### config.mk
export PLATFORM = sky130hd
export DESIGN_NAME = hough_peak_finder
export DESIGN_NICKNAME = d
export VERILOG_FILES = /design/src/rtl/hough_peak_finder.sv
export SDC_FILE = /design/constraint.sdc
export NUM_CORES = 1
export LEC_CHECK = 0
export BUFFER_PORTS_ARGS = -buffer_cell sky130_fd_sc_hd__buf_2
export CORE_UTILIZATION = 60
export DETAILED_ROUTE_END_ITERATION = 8
export PLACE_DENSITY_LB_ADDON = 0.3
export SYNTH_ARGS = -nofsm -noshare
export SYNTH_HDL_FRONTEND = slang
export SYNTH_SLANG_ARGS = --single-unit
### constraint.sdc
create_clock -name aclk -period 11.3 [get_ports aclk]
set_clock_uncertainty 0.1 [all_clocks]
set_input_delay 0.565 -clock aclk [delete_from_list [all_inputs] [get_ports aclk]]
set_output_delay 0.565 -clock aclk [all_outputs]
set_load 0.005 [all_outputs]
### src/rtl/hough_peak_finder.sv
// hough_peak_finder: scans the (theta, rho) vote accumulator once per frame,
// tracks the strongest bin and reports it on a valid/ready output. Optionally
// zeroes each bin in the cycle its data returns so the next frame starts clean.
//
// state   | meaning
// --------+---------------------------------------------------------------
// S_IDLE  | waiting for start; no accumulator traffic
// S_SCAN  | one read per cycle, theta-major, rho fastest
// S_DRAIN | last read data returns; last compare and last clear happen here
// S_REPORT| peak_* held stable, peak_valid high until peak_ready

module hough_peak_finder #(
    parameter int THETA_BINS    = 180,
    parameter int RHO_BINS      = 512,
    parameter int VOTE_WIDTH    = 16,
    parameter int ADDR_WIDTH    = 17,
    parameter int THRESHOLD     = 32,
    parameter int CLEAR_ON_READ = 1
) (
    input  logic                  aclk,
    input  logic                  areset,
    input  logic                  start,
    output logic                  busy,
    output logic                  acc_rd_en,
    output logic [ADDR_WIDTH-1:0] acc_rd_addr,
    input  logic [VOTE_WIDTH-1:0] acc_rd_data,
    output logic                  acc_wr_en,
    output logic [ADDR_WIDTH-1:0] acc_wr_addr,
    output logic [VOTE_WIDTH-1:0] acc_wr_data,
    output logic                  peak_valid,
    input  logic                  peak_ready,
    output logic [7:0]            peak_theta,
    output logic [ADDR_WIDTH-1:0] peak_rho,
    output logic [VOTE_WIDTH-1:0] peak_votes,
    output logic                  peak_found,
    output logic                  done
);

    localparam int RHO_W = (RHO_BINS > 1) ? $clog2(RHO_BINS) : 1;

    typedef enum logic [1:0] {
        S_IDLE   = 2'd0,
        S_SCAN   = 2'd1,
        S_DRAIN  = 2'd2,
        S_REPORT = 2'd3
    } state_t;

    state_t state_q, state_d;

    // Read-side address counters
    logic [7:0]            theta_q;
    logic [RHO_W-1:0]      rho_q;
    logic [ADDR_WIDTH-1:0] addr_q;
    logic                  last_addr;
    logic                  start_ok;

    // Tag of the read in flight, aligned with acc_rd_data
    logic                  tag_vld_q;
    logic [7:0]            tag_theta_q;
    logic [RHO_W-1:0]      tag_rho_q;
    logic [ADDR_WIDTH-1:0] tag_addr_q;

    // Running maximum and the candidate after this cycle's compare
    logic [VOTE_WIDTH-1:0] max_votes_q;
    logic [7:0]            max_theta_q;
    logic [RHO_W-1:0]      max_rho_q;
    logic                  take;
    logic [VOTE_WIDTH-1:0] cand_votes;
    logic [7:0]            cand_theta;
    logic [RHO_W-1:0]      cand_rho;

    // Terminal-address detect, start qualification and strict-greater compare
    always_comb begin
        last_addr  = (theta_q == 8'(THETA_BINS - 1)) && (rho_q == RHO_W'(RHO_BINS - 1));
        start_ok   = (state_q == S_IDLE) && start;
        take       = tag_vld_q && (acc_rd_data > max_votes_q);
        cand_votes = take ? acc_rd_data : max_votes_q;
        cand_theta = take ? tag_theta_q : max_theta_q;
        cand_rho   = take ? tag_rho_q   : max_rho_q;
    end

    // State register
    always_ff @(posedge aclk or posedge areset) begin
        if (areset) begin
            state_q <= S_IDLE;
        end else begin
            state_q <= state_d;
        end
    end

    // Next-state logic
    always_comb begin
        state_d = state_q;
        case (state_q)
            S_IDLE:   if (start)      state_d = S_SCAN;
            S_SCAN:   if (last_addr)  state_d = S_DRAIN;
            S_DRAIN:                  state_d = S_REPORT;
            S_REPORT: if (peak_ready) state_d = S_IDLE;
            default:                  state_d = S_IDLE;
        endcase
    end

    // Scan address counters: rho fastest, wrap into theta; linear address kept alongside
    always_ff @(posedge aclk or posedge areset) begin
        if (areset) begin
            theta_q <= '0;
            rho_q   <= '0;
            addr_q  <= '0;
        end else if (start_ok) begin
            theta_q <= '0;
            rho_q   <= '0;
            addr_q  <= '0;
        end else if ((state_q == S_SCAN) && !last_addr) begin
            addr_q <= addr_q + ADDR_WIDTH'(1);
            if (rho_q == RHO_W'(RHO_BINS - 1)) begin
                rho_q   <= '0;
                theta_q <= theta_q + 8'd1;
            end else begin
                rho_q <= rho_q + RHO_W'(1);
            end
        end
    end

    // Delay the read tag one cycle so it lines up with the returned data
    always_ff @(posedge aclk or posedge areset) begin
        if (areset) begin
            tag_vld_q   <= 1'b0;
            tag_theta_q <= '0;
            tag_rho_q   <= '0;
            tag_addr_q  <= '0;
        end else begin
            tag_vld_q   <= (state_q == S_SCAN);
            tag_theta_q <= theta_q;
            tag_rho_q   <= rho_q;
            tag_addr_q  <= addr_q;
        end
    end

    // Running max; cleared on each accepted start so ties favour the earliest bin
    always_ff @(posedge aclk or posedge areset) begin
        if (areset) begin
            max_votes_q <= '0;
            max_theta_q <= '0;
            max_rho_q   <= '0;
        end else if (start_ok) begin
            max_votes_q <= '0;
            max_theta_q <= '0;
            max_rho_q   <= '0;
        end else if (take) begin
            max_votes_q <= acc_rd_data;
            max_theta_q <= tag_theta_q;
            max_rho_q   <= tag_rho_q;
        end
    end

    // Result registers, loaded once at the end of DRAIN and held through REPORT
    always_ff @(posedge aclk or posedge areset) begin
        if (areset) begin
            peak_theta <= '0;
            peak_rho   <= '0;
            peak_votes <= '0;
            peak_found <= 1'b0;
        end else if (state_q == S_DRAIN) begin
            peak_theta <= cand_theta;
            peak_rho   <= ADDR_WIDTH'(cand_rho);
            peak_votes <= cand_votes;
            peak_found <= (cand_votes >= VOTE_WIDTH'(THRESHOLD));
        end
    end

    // Accumulator and handshake outputs; the clear trails the read by one
    // address, so a read and a clear never collide on the same bin
    always_comb begin
        busy        = (state_q != S_IDLE);
        acc_rd_en   = (state_q == S_SCAN);
        acc_rd_addr = addr_q;
        acc_wr_en   = (CLEAR_ON_READ != 0) && tag_vld_q;
        acc_wr_addr = tag_addr_q;
        acc_wr_data = '0;
        peak_valid  = (state_q == S_REPORT);
        done        = (state_q == S_REPORT) && peak_ready;
    end

endmodule

After elaboration in Yosys (flattened, before gate mapping)

Index checks and enable logic that the tools add are counted.

Logic and storage cells: 58
Flip-flop bits (word level): 138
Input port bits: 20

Muxes and demuxes: 18
Reductions and logical operators: 12
Equality and inequality tests: 8
Order comparisons: 2
Add/sub/neg operators: 3

Operators with widths:

| operator              | count |
|---|---|
| $mux 9                | 5 |
| $mux 8                | 5 |
| $mux 17               | 2 |
| $mux 16               | 2 |
| $add 17x1->17 const B | 1 |
| $ge 16x6->1 const B   | 1 |
| $gt 16x16->1          | 1 |
| $add 9x1->9 const B   | 1 |
| $eq 9x9->1 const B    | 1 |
| $add 8x1->8 const B   | 1 |
| $eq 8x8->1 const B    | 1 |
| $pmux 2 s4            | 1 |
| $mux 2                | 3 |
| $reduce_bool 2->1     | 3 |
| $logic_and 1x1->1     | 5 |
| $eq 2x2->1 const B    | 2 |
| $ne 2x1->1 const B    | 2 |
| $reduce_and 3->1      | 1 |
| $eq 2x1->1 const B    | 1 |
| $logic_not 2->1       | 1 |
| $ne 2x2->1 const B    | 1 |
| $reduce_and 2->1      | 1 |
| $logic_not 1->1       | 1 |

Longest topological paths before layout

Gate-level depths: netlist (run 1).

Depth in word-level cells: 6
Depth in mapped cells: 11
Mapped depth without buffers: 10

Least setup slack after synthesis (run 1)

OpenSTA, ideal clock, no wires.

Path type: reg-to-reg
From: register rho_q[0]
To: register addr_q[16], in the netlist acc_rd_addr[16]
Arrival: 2.189 ns
Path buffers: 0
Period minus slack after synthesis: 2.421 ns
Slack: 8.879 ns
Cell stages (with the launch flop): 11
Path through: dfrtp_1 ha_1 and3_1 and3_1 and3_1 ha_1 nand4_1 o2111ai_1 nor4_1 xnor2_1 nor2_1

Cells in the longest elaborated chain, start to end: 5

RTL lines:

| element                     | RTL line | source |
|---|---|---|
| start: declaration          | 52       | `logic [RHO_W-1:0] rho_q;` |
| start signal: assignment    | 119      | `rho_q <= rho_q + RHO_W'(1);` |
| $eq 9x9->1                  | 74       | `last_addr = (theta_q == 8'(THETA_BINS - 1)) && (rho_q == RHO_W'(RHO_BINS - 1));` |
| $logic_and 1x1->1           | 74       |  |
| $logic_not 1->1             | 113      | `end else if ((state_q == S_SCAN) && !last_addr) begin` |
| $logic_and 1x1->1           | 113      |  |
| $reduce_bool 2->1 (no line) | -        |  |
| end signal: assignment      | 114      | `addr_q <= addr_q + ADDR_WIDTH'(1);` |
| end: declaration            | 53       | `logic [ADDR_WIDTH-1:0] addr_q;` |

Every way passes these cells.
A chain may end at the register's enable or synchronous reset.

Worst setup path in the final report (run 1)

From: register rho_q[0]
To: register addr_q[9], in the netlist acc_rd_addr[9]

Same word-level chain as after synthesis.

==> results of run 1 <==
-- path summary, 6_finish.rpt --
| check | startpoint | to | slack (ns) | cells past startpoint |
|---|---|---|---|---|
| max | rho_q[0] | acc_rd_addr[9] | 8.05 | 10 |
| min | areset | acc_wr_addr[3] | 0.31 | 2 |
| max reg2reg | rho_q[0] | acc_rd_addr[9] | 8.05 | 10 |
| min reg2reg | rho_q[8] | tag_rho_q[8] | 0.32 | 0 |
| max in group asynchronous | areset | max_rho_q[2] | 9.58 | 3 |
| min in group aclk | rho_q[8] | tag_rho_q[8] | 0.32 | 0 |
-- layer usage --
metal / up-vias / global-route usage, % / wire length (um)
li1: 2481 / - / -
met1: 2686 / 34.7 / 6570
met2: 251 / 45.3 / 8150
met3: 31 / 5.27 / 1030
met4: 0 / 13.0 / 332
met5: - / 0 / 0
-- cells in the final DEF (no fill, tap or decap), types with 2 or more instances in the layout --
cell | Yosys | final
nand2_1 | 20 | 20
o311ai_0 | 31 | 31
nor2b_1 | 2 | 2
conb_1 | 1 | 24
buf_2 | 3 | 92
o21ai_0 | 11 | 11
a31oi_1 | 34 | 34
and3_1 | 11 | 11
o311ai_1 | 2 | 2
inv_1 | 25 | 24
nand3_1 | 8 | 8
dfrtp_1 | 138 | 138
nor2_1 | 72 | 71
clkbuf_16 | 0 | 17
nor3b_1 | 18 | 18
buf_4 | 25 | 9
bufinv_16 | 0 | 7
a32oi_2 | 30 | 30
a21oi_1 | 47 | 47
clkbuf_8 | 6 | 2
o21a_1 | 2 | 2
nor4_1 | 8 | 8
nand4_1 | 11 | 11
a22oi_1 | 2 | 2
xnor2_1 | 9 | 9
ha_1 | 25 | 24
nor3_1 | 21 | 21
xor2_1 | 13 | 13
a32oi_1 | 3 | 3
-- sequential cells by signal (all words and copies together) (netlist names), 8 cells and up --
signal,cells
max_votes_q,16
acc_wr_addr,17
rho_q,9
max_rho_q,9
peak_votes,16
peak_theta,8
max_theta_q,8
acc_rd_addr,17
theta_q,8
tag_rho_q,9
peak_rho,9
tag_theta_q,8
-- power by group through the flow --
stage	Sequential [uW]	Clock [uW]	Combinational [uW]
2_1_floorplan	729	0	646
3_3_place_gp	741	0	785
3_5_place_dp	750	0	814
4_1_cts	743	661	823
5_1_grt	759	682	908
6_report	745	654	826
-- kinds of logic (layout without fill, tap and decap cells) --
logic type / count (synthesis) / in the layout
simple gates: 183 / 183
compound gates: 176 / 176
flops: 138 / 138
buf+inv: 99 / 157
fa+ha+maj: 25 / 25
xor+xnor: 22 / 22
other cells: 1 / 24
-- cell type report --
cell class,count,area (um2),share of cell area (%)
Sequential cell,138,3450,43.3
Multi-Input combinational cell,430,3020,37.8
Timing Repair Buffer,101,528,6.62
Clock buffer,20,457,5.73
Clock inverter,11,240,3.01
Tap cell,143,179,2.24
Inverter,25,96.3,1.21
-- worst reg2reg max path: cells and delay by family (launching register included) --
kind	cells	cell delay, ns
AO/OA/AOI/OAI	1	0.70
adder cells (fa/ha/maj)	2	0.63
flip-flops	1	0.41
XOR/XNOR	1	0.18
AND/OR/NAND/NOR	6	1.08
-- metrics by stage --
stage	total power (uW)	utilization, %	setup slack (ns)
floorplan	1370	-	6.94
global placement	1530	63.4	7.95
detailed placement	1560	63.4	7.93
CTS	2230	69.5	8.07
global route	2350	69.5	7.76
finish	2230	69.5	8.05
==> run metrics, run 1 <==
ratio of final minimum period to clock period=28.8%; crit-path max FO=13; final hold viol count=0; vias in the first global route=5459; post-synthesis cell type count=63; CTS Sinks=138; drt wl/cell=18.5 um; Fmax achieved=308 MHz; setup_tns=0 ns; num ports=117; Die Span Y=111 um; H-tree depth=4; Arrival @ worst endpoint=3.42 ns; vias per inst=6.28; hold_buf cts=0; DRT iter0 DRCs=436; cell with the most instances after synthesis=dfrtp_1; mux share of post-synthesis cell area=0%; Reg clk slew, reported paths=0.06 ns; fin cells=868; initial antenna violation count=0; crit path buf inv count=0; Worst path slowest cell=o21ai_1; Sequential Power Share=33.5%; core footprint=0.0115 mm2; DRT Wirelength=16.1 mm; DRT antenna net count=0; Vias=5449; die width=111 um; antenna fix cells=0; ys async rst share=100%; TritonCTS clock tree=done; P_sw=808 uW; WS Path Type=reg2reg; first-pass GRT wire length=26.9 mm; Peak VDD IR=0.154 mV; Slew Limit Headroom=9.11%; main combinational cell family by area after synthesis=compound AO/OA/AOI/OAI gates; Net Sw Frac=36.3%; # DRC=0; postcts setup bufs=0; largest cells by area after synthesis=dfrtp_1 (49%), a32oi_2 (6.9%), ha_1 (4.4%); GR Util All Layers=27.4%; Fillers=841; PwrDens=279 mW/mm2; top cells by count, synth=dfrtp_1 (138), nor2_1 (72), a21oi_1 (47); Port Buf Inserts=92; clock root cell=clkbuf_16; mapped cell area=0.00708 mm2; Max Slew Vio Count=0; Clock Path Buffers=2; CTS Buf Count=17; Synth top area share=48.8%; post-synthesis sequential area ratio=48.8%; flops & latches, synth=138; Crit path largest cell delay=0.70 ns; clock network fraction of total power=29.4%; fin area=0.00797 mm2; number of flops mapped to enable cells by yosys=0; Yosys Warn Count=0; Worst path top cell family by delay=simple AND/OR/NAND/NOR gates; Detailed Place HPWL=10.0 mm; Synth Area in Adders=4.42%; Hold Crit Class=in2async; min Tclk post-route=3.25 ns; die area=0.0122 mm2; Post-Synth Simple-Gate Area=13.1%; largest net degree at the start of global routing=87; compound-gate portion of the synthesized area=20.8%; Hold Worst Slack=0.306 ns; Clk Latency, worst-skew pair=0.42 ns; worst-margin pin slew=1.36 ns; Comb pwr share=37.1%; Area Overhead vs Synth=12.6%; outcome=complete, no violations; area leader, netlist=dfrtp_1; Mapped Avg Cell Area=11.0 um2; remaining global-route overflow=0; crit-path cells=ha_1 > and3_1 > and3_1 > and3_1 > ha_1 > nand4_1 > o21ai_1 > nor3_1 > xnor2_1 > nor2_1; final net count=758; ys flop type=dfrtp_1; layout cells sized above 1=24.0%; Synth Area in XOR/XNOR=2.72%; Placer Congestion=0.890; crit path launch type=register; Max-Cap Viols=0; dpl cells=837; DP Area=0.00727 mm2; final setup violation count=0; most used cell, CP=and3_1; Internal Power=1420 uW; row count=39; Pleak=0.00360 uW; Required @ worst endpoint=11.47 ns; CP endpoint kind=register; cts repair resizes=0; RSZ-0062 raised after global routing=no; DR pass1 iterations=5; starting density of the core=61.7%; Mapped Cells=644
Power figures use the tool's default switching activity.
==> inputs of run 2 (changes only) <==
--- a/config.mk
+++ b/config.mk
@@ -6,7 +6,7 @@
 export NUM_CORES = 1
 export LEC_CHECK = 0
 export BUFFER_PORTS_ARGS = -buffer_cell sky130_fd_sc_hd__buf_2
-export CORE_UTILIZATION = 60
+export CORE_UTILIZATION = 57
 export DETAILED_ROUTE_END_ITERATION = 8
 export PLACE_DENSITY_LB_ADDON = 0.3
 export SYNTH_ARGS = -nofsm -noshare
==> constraint.sdc (replaced) <==
create_clock -name aclk -period 3.3 [get_ports aclk]
set_clock_uncertainty 0.1 [all_clocks]
set_input_delay 0.165 -clock aclk [delete_from_list [all_inputs] [get_ports aclk]]
set_output_delay 0.165 -clock aclk [all_outputs]
set_load 0.005 [all_outputs]
==> run 2 against run 1 <==
  * Utilization down 2.5 points
  * Critical path depth unchanged
  * Die area up 5.2%
  * Worst hold slack worse by 0.29 ns
  * Routed wire length up 1.9%
  * Non-clock buffer count up 15
  * Final area up 1.4%
==> run metrics, run 2 (synthesized netlist as in run 1, its figures left out) <==
final setup violation count=0 (unchanged); DRT iter0 DRCs=423 (was 436); Clock Path Buffers=2 (unchanged); final hold viol count=0 (unchanged); vias in the first global route=5577 (was 5459); RSZ-0062 raised after global routing=no (unchanged); Pleak=0.00363 uW (was 0.00360 uW); WS Path Type=reg2reg (unchanged); Internal Power=4640 uW (was 1420 uW); ratio of final minimum period to clock period=88.4% (was 28.8%); Clk Latency, worst-skew pair=0.42 ns (about the same); Crit path largest cell delay=0.47 ns (was 0.70 ns); Port Buf Inserts=92 (unchanged); die area=0.0129 mm2 (was 0.0122 mm2); clock root cell=clkbuf_16 (unchanged); Die Span Y=113 um (was 111 um); hold_buf cts=7 (was 0); Sequential Power Share=34.3% (was 33.5%); CTS Sinks=138 (unchanged); initial antenna violation count=0 (unchanged); min Tclk post-route=2.92 ns (was 3.25 ns); Fillers=928 (was 841); most frequent cells in the layout=dfrtp_1 (138), buf_2 (92), nor2_1 (71) (unchanged); die width=113 um (was 111 um); Fmax achieved=343 MHz (was 308 MHz); Peak VDD IR=0.345 mV (was 0.154 mV); Max-Cap Viols=0 (unchanged); Hold Crit Class=in2reg (was in2async); PwrDens=915 mW/mm2 (was 279 mW/mm2); DRT Wirelength=16.4 mm (was 16.1 mm); layout cells sized above 1=24.5% (was 24.0%); DR pass1 iterations=5 (unchanged); crit path launch type=register (unchanged); final setup slack of the worst path=0.382 ns (was 8.05 ns); DP Worst Slack=0.440 ns (was 7.93 ns); Max Slew Vio Count=0 (unchanged); GR Util All Layers=27.0% (was 27.4%); CTS Buf Count=17 (unchanged); setup_tns=0 ns (unchanged); worst-margin pin slew=0.911 ns (was 1.36 ns); H-tree depth=4 (unchanged); crit-path cells=ha_1 > and3_1 > and3_1 > and3_1 > ha_1 > nand4_1 > o21ai_1 > buf_4 > o21ai_0 > a21oi_1 (was ha_1 > and3_1 > and3_1 > and3_1 > ha_1 > nand4_1 > o21ai_1 > nor3_1 > xnor2_1 > nor2_1); DRT antenna net count=0 (unchanged); largest net degree at the start of global routing=68 (was 87); Area Overhead vs Synth=14.3% (was 12.6%); vias per inst=6.02 (was 6.28); Placer Congestion=0.854 (was 0.890); postcts setup bufs=0 (unchanged); Arrival @ worst endpoint=3.16 ns (was 3.42 ns); final net count=773 (was 758); # DRC=0 (unchanged); num ports=117 (unchanged); Net Sw Frac=37.3% (was 36.3%); most used cell, CP=and3_1 (unchanged); CP endpoint kind=register (unchanged); crit-path max FO=13 (unchanged); Detailed Place HPWL=10.4 mm (was 10.0 mm); outcome=complete, no violations (unchanged); TritonCTS clock tree=done (unchanged); row count=40 (was 39); clock network fraction of total power=26.0% (was 29.4%); P_sw=2760 uW (was 808 uW); Comb pwr share=39.7% (was 37.1%); starting density of the core=58.7% (was 61.7%); Slew Limit Headroom=39.1% (was 9.11%); first-pass GRT wire length=27.1 mm (was 26.9 mm); Worst path slowest cell=o21ai_1 (unchanged); remaining global-route overflow=0 (unchanged); Required @ worst endpoint=3.55 ns (was 11.47 ns); core footprint=0.0121 mm2 (was 0.0115 mm2); cts repair resizes=0 (unchanged); most common cell after layout, fill and taps aside=dfrtp_1 (unchanged); antenna fix cells=0 (unchanged); Vias=5467 (was 5449); Reg clk slew, reported paths=0.06 ns (about the same); drt wl/cell=18.1 um (was 18.5 um)
## run 2: cell count changes in the layout (fill, tap and decap cells not counted), moves of 2 or more
| cell | change |
|---|---|
| clkbuf_1 | +2 |
| clkinv_2 | +3 |
| buf_4 | +4 |
| dlygate4sd3_1 | +7 |
| bufinv_16 | -4 |
| buf_12 | +4 |
## run 2: final timing paths
path	to	depth (start not counted)	start	slack (ns)
max in group asynchronous	peak_theta[6]	4	areset	1.83
setup reg to reg	rho_q[2]	10	rho_q[1]	0.38
hold reg to reg	tag_theta_q[7]	0	theta_q[7]	0.32
setup / recovery	rho_q[2]	10	rho_q[1]	0.38
hold / removal	max_votes_q[10]	3	acc_rd_data[10]	0.01
min in group asynchronous	acc_wr_addr[5]	3	areset	0.37
## run 2: cell type report
class / count / area (um2) / share of cell area, %
sequential: 138 / 3450 / 42.7
inverter: 25 / 97.6 / 1.21
clock buffer: 23 / 478 / 5.91
clock inverter: 8 / 118 / 1.45
multi-input combinational: 430 / 3020 / 37.4
timing repair buffer: 116 / 708 / 8.76
tap: 168 / 210 / 2.60
## run 2: stage by stage
stage	hold slack [ns]	cells	utilization, %	total power (uW)	instance area, um2
detailed placement	0.297	870	61.5	5450	7420
global placement	0.282	870	61.5	5320	7420
finish	0.0143	908	67.0	7400	8090
floorplan	0.246	667	-	4710	7170
global route	0.0254	908	67.0	7840	8090
CTS	0.00387	908	67.0	7400	8090
## run 2: per-layer routing
layer	GRT usage (%)	part of all wire, %	vias to the layer above
met1	34.3	43	2700
met2	44.8	50	232
met4	11.9	2.2	0
met3	5.69	5.5	37
met5	0	0	-
li1	-	-	2498
## run 2: power by group through the flow
stage	registers [uW]	logic (uW)	clock network (uW)
finish	2540	2940	1920
global route	2590	3250	2000
CTS	2540	2930	1930
detailed placement	2560	2890	0
global placement	2530	2800	0
floorplan	2500	2210	0
## run 2: worst max-delay path: cells and delay by family (launching register included)
family | cells | cell delay (ns)
and+or+nand+nor | 4 | 0.79
AOI/OAI and AO/OA | 3 | 0.69
adders and majority gates | 2 | 0.62
DFF | 1 | 0.41
buffers and inverters | 1 | 0.24
==> inputs of run 3 (changes only) <==
--- a/config.mk
+++ b/config.mk
@@ -6,7 +6,7 @@
 export NUM_CORES = 1
 export LEC_CHECK = 0
 export BUFFER_PORTS_ARGS = -buffer_cell sky130_fd_sc_hd__buf_2
-export CORE_UTILIZATION = 57
+export CORE_UTILIZATION = 40
 export DETAILED_ROUTE_END_ITERATION = 8
 export PLACE_DENSITY_LB_ADDON = 0.3
 export SYNTH_ARGS = -nofsm -noshare
==> run 3 against run 2 <==
  * Non-clock buffer count grew 9
  * Combinational power is essentially flat
  * Utilization shrank 19 points
  * Global-route usage shrank 7.3 points
  * Final cell count grew 7.3%
  * Setup slack gained 0.16 ns
  * Sequential power is essentially flat
  * Critical path depth is the same
  * First-iteration DRC count shrank 16%
  * Largest power group unchanged
  * Highest routed layer unchanged
==> run metrics, run 3 (synthesized netlist as in run 1, its figures left out) <==
initial antenna violation count=0 (unchanged); DRT met1 WL=7.24 mm (was 7.01 mm); final hold viol count=0 (unchanged); clock root cell=clkbuf_16 (unchanged); DRT antenna net count=0 (unchanged); Sequential Power Share=34.1% (was 34.3%); Net Sw Frac=37.3% (about the same); Pleak=0.00368 uW (was 0.00363 uW); core footprint=0.0173 mm2 (was 0.0121 mm2); starting density of the core=40.9% (was 58.7%); Vias=5407 (was 5467); TritonCTS clock tree=done (unchanged); vias in the first global route=5640 (was 5577); die area=0.0182 mm2 (was 0.0129 mm2); crit path launch type=register (unchanged); hold_buf cts=9 (was 7); WL met3=1.06 mm (was 897 um); outcome=complete, no violations (unchanged); crit path from=rho_q[0] (was rho_q[1]); final setup violation count=0 (unchanged); final net count=782 (was 773); Required @ worst endpoint=3.50 ns (was 3.55 ns); Slew Limit Headroom=43.4% (was 39.1%); die width=135 um (was 113 um); crit-path cells=ha_1 > and3_1 > and3_1 > and3_1 > ha_1 > nand4_1 > o2111ai_1 > nor4_1 > xnor2_1 > nor2_1 (was ha_1 > and3_1 > and3_1 > and3_1 > ha_1 > nand4_1 > o21ai_1 > buf_4 > o21ai_0 > a21oi_1); Crit path largest cell delay=0.42 ns (was 0.47 ns); drt wl/cell=17.3 um (was 18.1 um); CTS Sinks=138 (unchanged); largest net degree at the start of global routing=42 (was 68); vias per inst=5.55 (was 6.02); Area Overhead vs Synth=16.5% (was 14.3%); min-delay src=acc_rd_data[3] (was acc_rd_data[10]); Detailed Place HPWL=11.3 mm (was 10.4 mm); CP endpoint kind=register (unchanged); CTS Buf Count=17 (unchanged); DRT iter0 DRCs=356 (was 423); P_sw=2770 uW (was 2760 uW); GR Util All Layers=19.7% (was 27.0%); most used cell, CP=and3_1 (unchanged); antenna fix cells=0 (unchanged); most common cell after layout, fill and taps aside=dfrtp_1 (unchanged); min Tclk post-route=2.75 ns (was 2.92 ns); remaining global-route overflow=0 (unchanged); DR pass1 iterations=5 (unchanged); Die Span Y=135 um (was 113 um); Max-Cap Viols=0 (unchanged); Reg clk slew, reported paths=0.06 ns (about the same); crit-path max FO=5 (was 13); num ports=117 (unchanged); Port Buf Inserts=92 (unchanged); reg2reg start=rho_q[0] (was rho_q[1]); most frequent cells in the layout=dfrtp_1 (138), buf_2 (92), nor2_1 (71) (unchanged); H-tree depth=4 (unchanged); ratio of final minimum period to clock period=83.5% (was 88.4%); FF-to-FF setup slack=0.55 ns (was 0.38 ns); worst r2r dst=acc_rd_addr[16] (was rho_q[2]); WHS Path Cells=3 (unchanged); postcts setup bufs=0 (unchanged); Max Slew Vio Count=0 (unchanged); Worst Reg-to-Reg Cells=10 (unchanged); Comb pwr share=39.6% (was 39.7%); RSZ-0062 raised after global routing=no (unchanged); met2 WL=8.20 mm (was 8.12 mm); DRT Wirelength=16.8 mm (was 16.4 mm); first-pass GRT wire length=28.1 mm (was 27.1 mm); DP Area=0.00754 mm2 (was 0.00742 mm2); WS Path Type=reg2reg (unchanged); fin util=47.6% (was 67.0%); cts repair resizes=0 (unchanged); Clk Latency, worst-skew pair=0.42 ns (about the same); clock network fraction of total power=26.3% (was 26.0%); setup_tns=0 ns (unchanged); Arrival @ worst endpoint=2.95 ns (was 3.16 ns); PwrDens=902 mW/mm2 (was 915 mW/mm2); top sig layer=met4 (unchanged); # DRC=0 (unchanged); Hold Worst Slack=0.0170 ns (was 0.0143 ns); row count=48 (was 40); Worst path top cell family by delay=simple AND/OR/NAND/NOR gates (unchanged); Internal Power=4660 uW (was 4640 uW); Fillers=1637 (was 928); Fmax achieved=363 MHz (was 343 MHz); crit path buf inv count=0 (was 1); Clock Path Buffers=2 (unchanged); layout cells sized above 1=25.2% (was 24.5%); Hold Crit Class=in2reg (unchanged); Worst path slowest cell=dfrtp_1 (was o21ai_1); Peak VDD IR=0.404 mV (was 0.345 mV); hold endpoint=peak_votes[3] (was max_votes_q[10]); worst-margin pin slew=0.847 ns (was 0.911 ns); Placer Congestion=0.846 (was 0.854); fin area=0.00824 mm2 (was 0.00809 mm2)
[run 3: cell types whose count changed in the layout (fill, tap and decap cells not counted)]
cell | previous run | this run
buf_4 | 13 | 20
clkbuf_1 | 3 | 1
clkinv_2 | 4 | 2
clkinv_4 | 0 | 2
dlygate4sd3_1 | 7 | 9
clkinvlp_4 | 2 | 3
inv_6 | 0 | 1
o21bai_1 | 0 | 1
o21bai_2 | 1 | 0
[run 3: stage by stage]
| stage | power, uW | setup slack (ns) | cells |
|---|---|---|---|
| 2_1_floorplan | 4710 | 0.879 | 667 |
| 3_3_place_gp | 5380 | 0.604 | 934 |
| 3_5_place_dp | 5480 | 0.583 | 934 |
| 4_1_cts | 7490 | 0.558 | 974 |
| 5_1_grt | 7930 | 0.355 | 974 |
| 6_report | 7430 | 0.545 | 974 |
[run 3: power by group through the flow]
stage / clock [uW] / sequential (uW) / combinational [uW]
4_1_cts: 2000 / 2540 / 2950
2_1_floorplan: 0 / 2500 / 2210
6_report: 1960 / 2540 / 2940
3_5_place_dp: 0 / 2560 / 2920
5_1_grt: 2080 / 2590 / 3270
3_3_place_gp: 0 / 2540 / 2840
[run 3: cell type report]
type	instances	area, um2	area share, %
inverters	25	97.6	1.18
clock inverters	10	141	1.72
flip-flops and latches	138	3450	41.9
multi-input cells	430	3020	36.6
well taps	225	282	3.42
repair buffers	125	781	9.47
clock buffers	21	470	5.71
[run 3: routing by layer]
layer	track usage, %	vias up
li1	-	2530
met1	23.9	2628
met2	33.8	221
met3	4.69	28
met4	7.49	0
met5	0	-
[run 3: how the worst max path moves through the flow]
stage	to	depth (start not counted)	slack [ns]
after floorplan	acc_rd_addr[16]	10	0.88
after global placement	acc_rd_addr[16]	10	0.60
after detailed placement	acc_rd_addr[16]	10	0.58
after CTS	acc_rd_addr[16]	10	0.56
after global routing	rho_q[4]	10	0.35
final	acc_rd_addr[16]	10	0.55
[run 3: tightest hold or removal path, stage by stage]
cell	delay, ns
buf_2	0.11
o311ai_0	0.12
a31oi_1	0.09
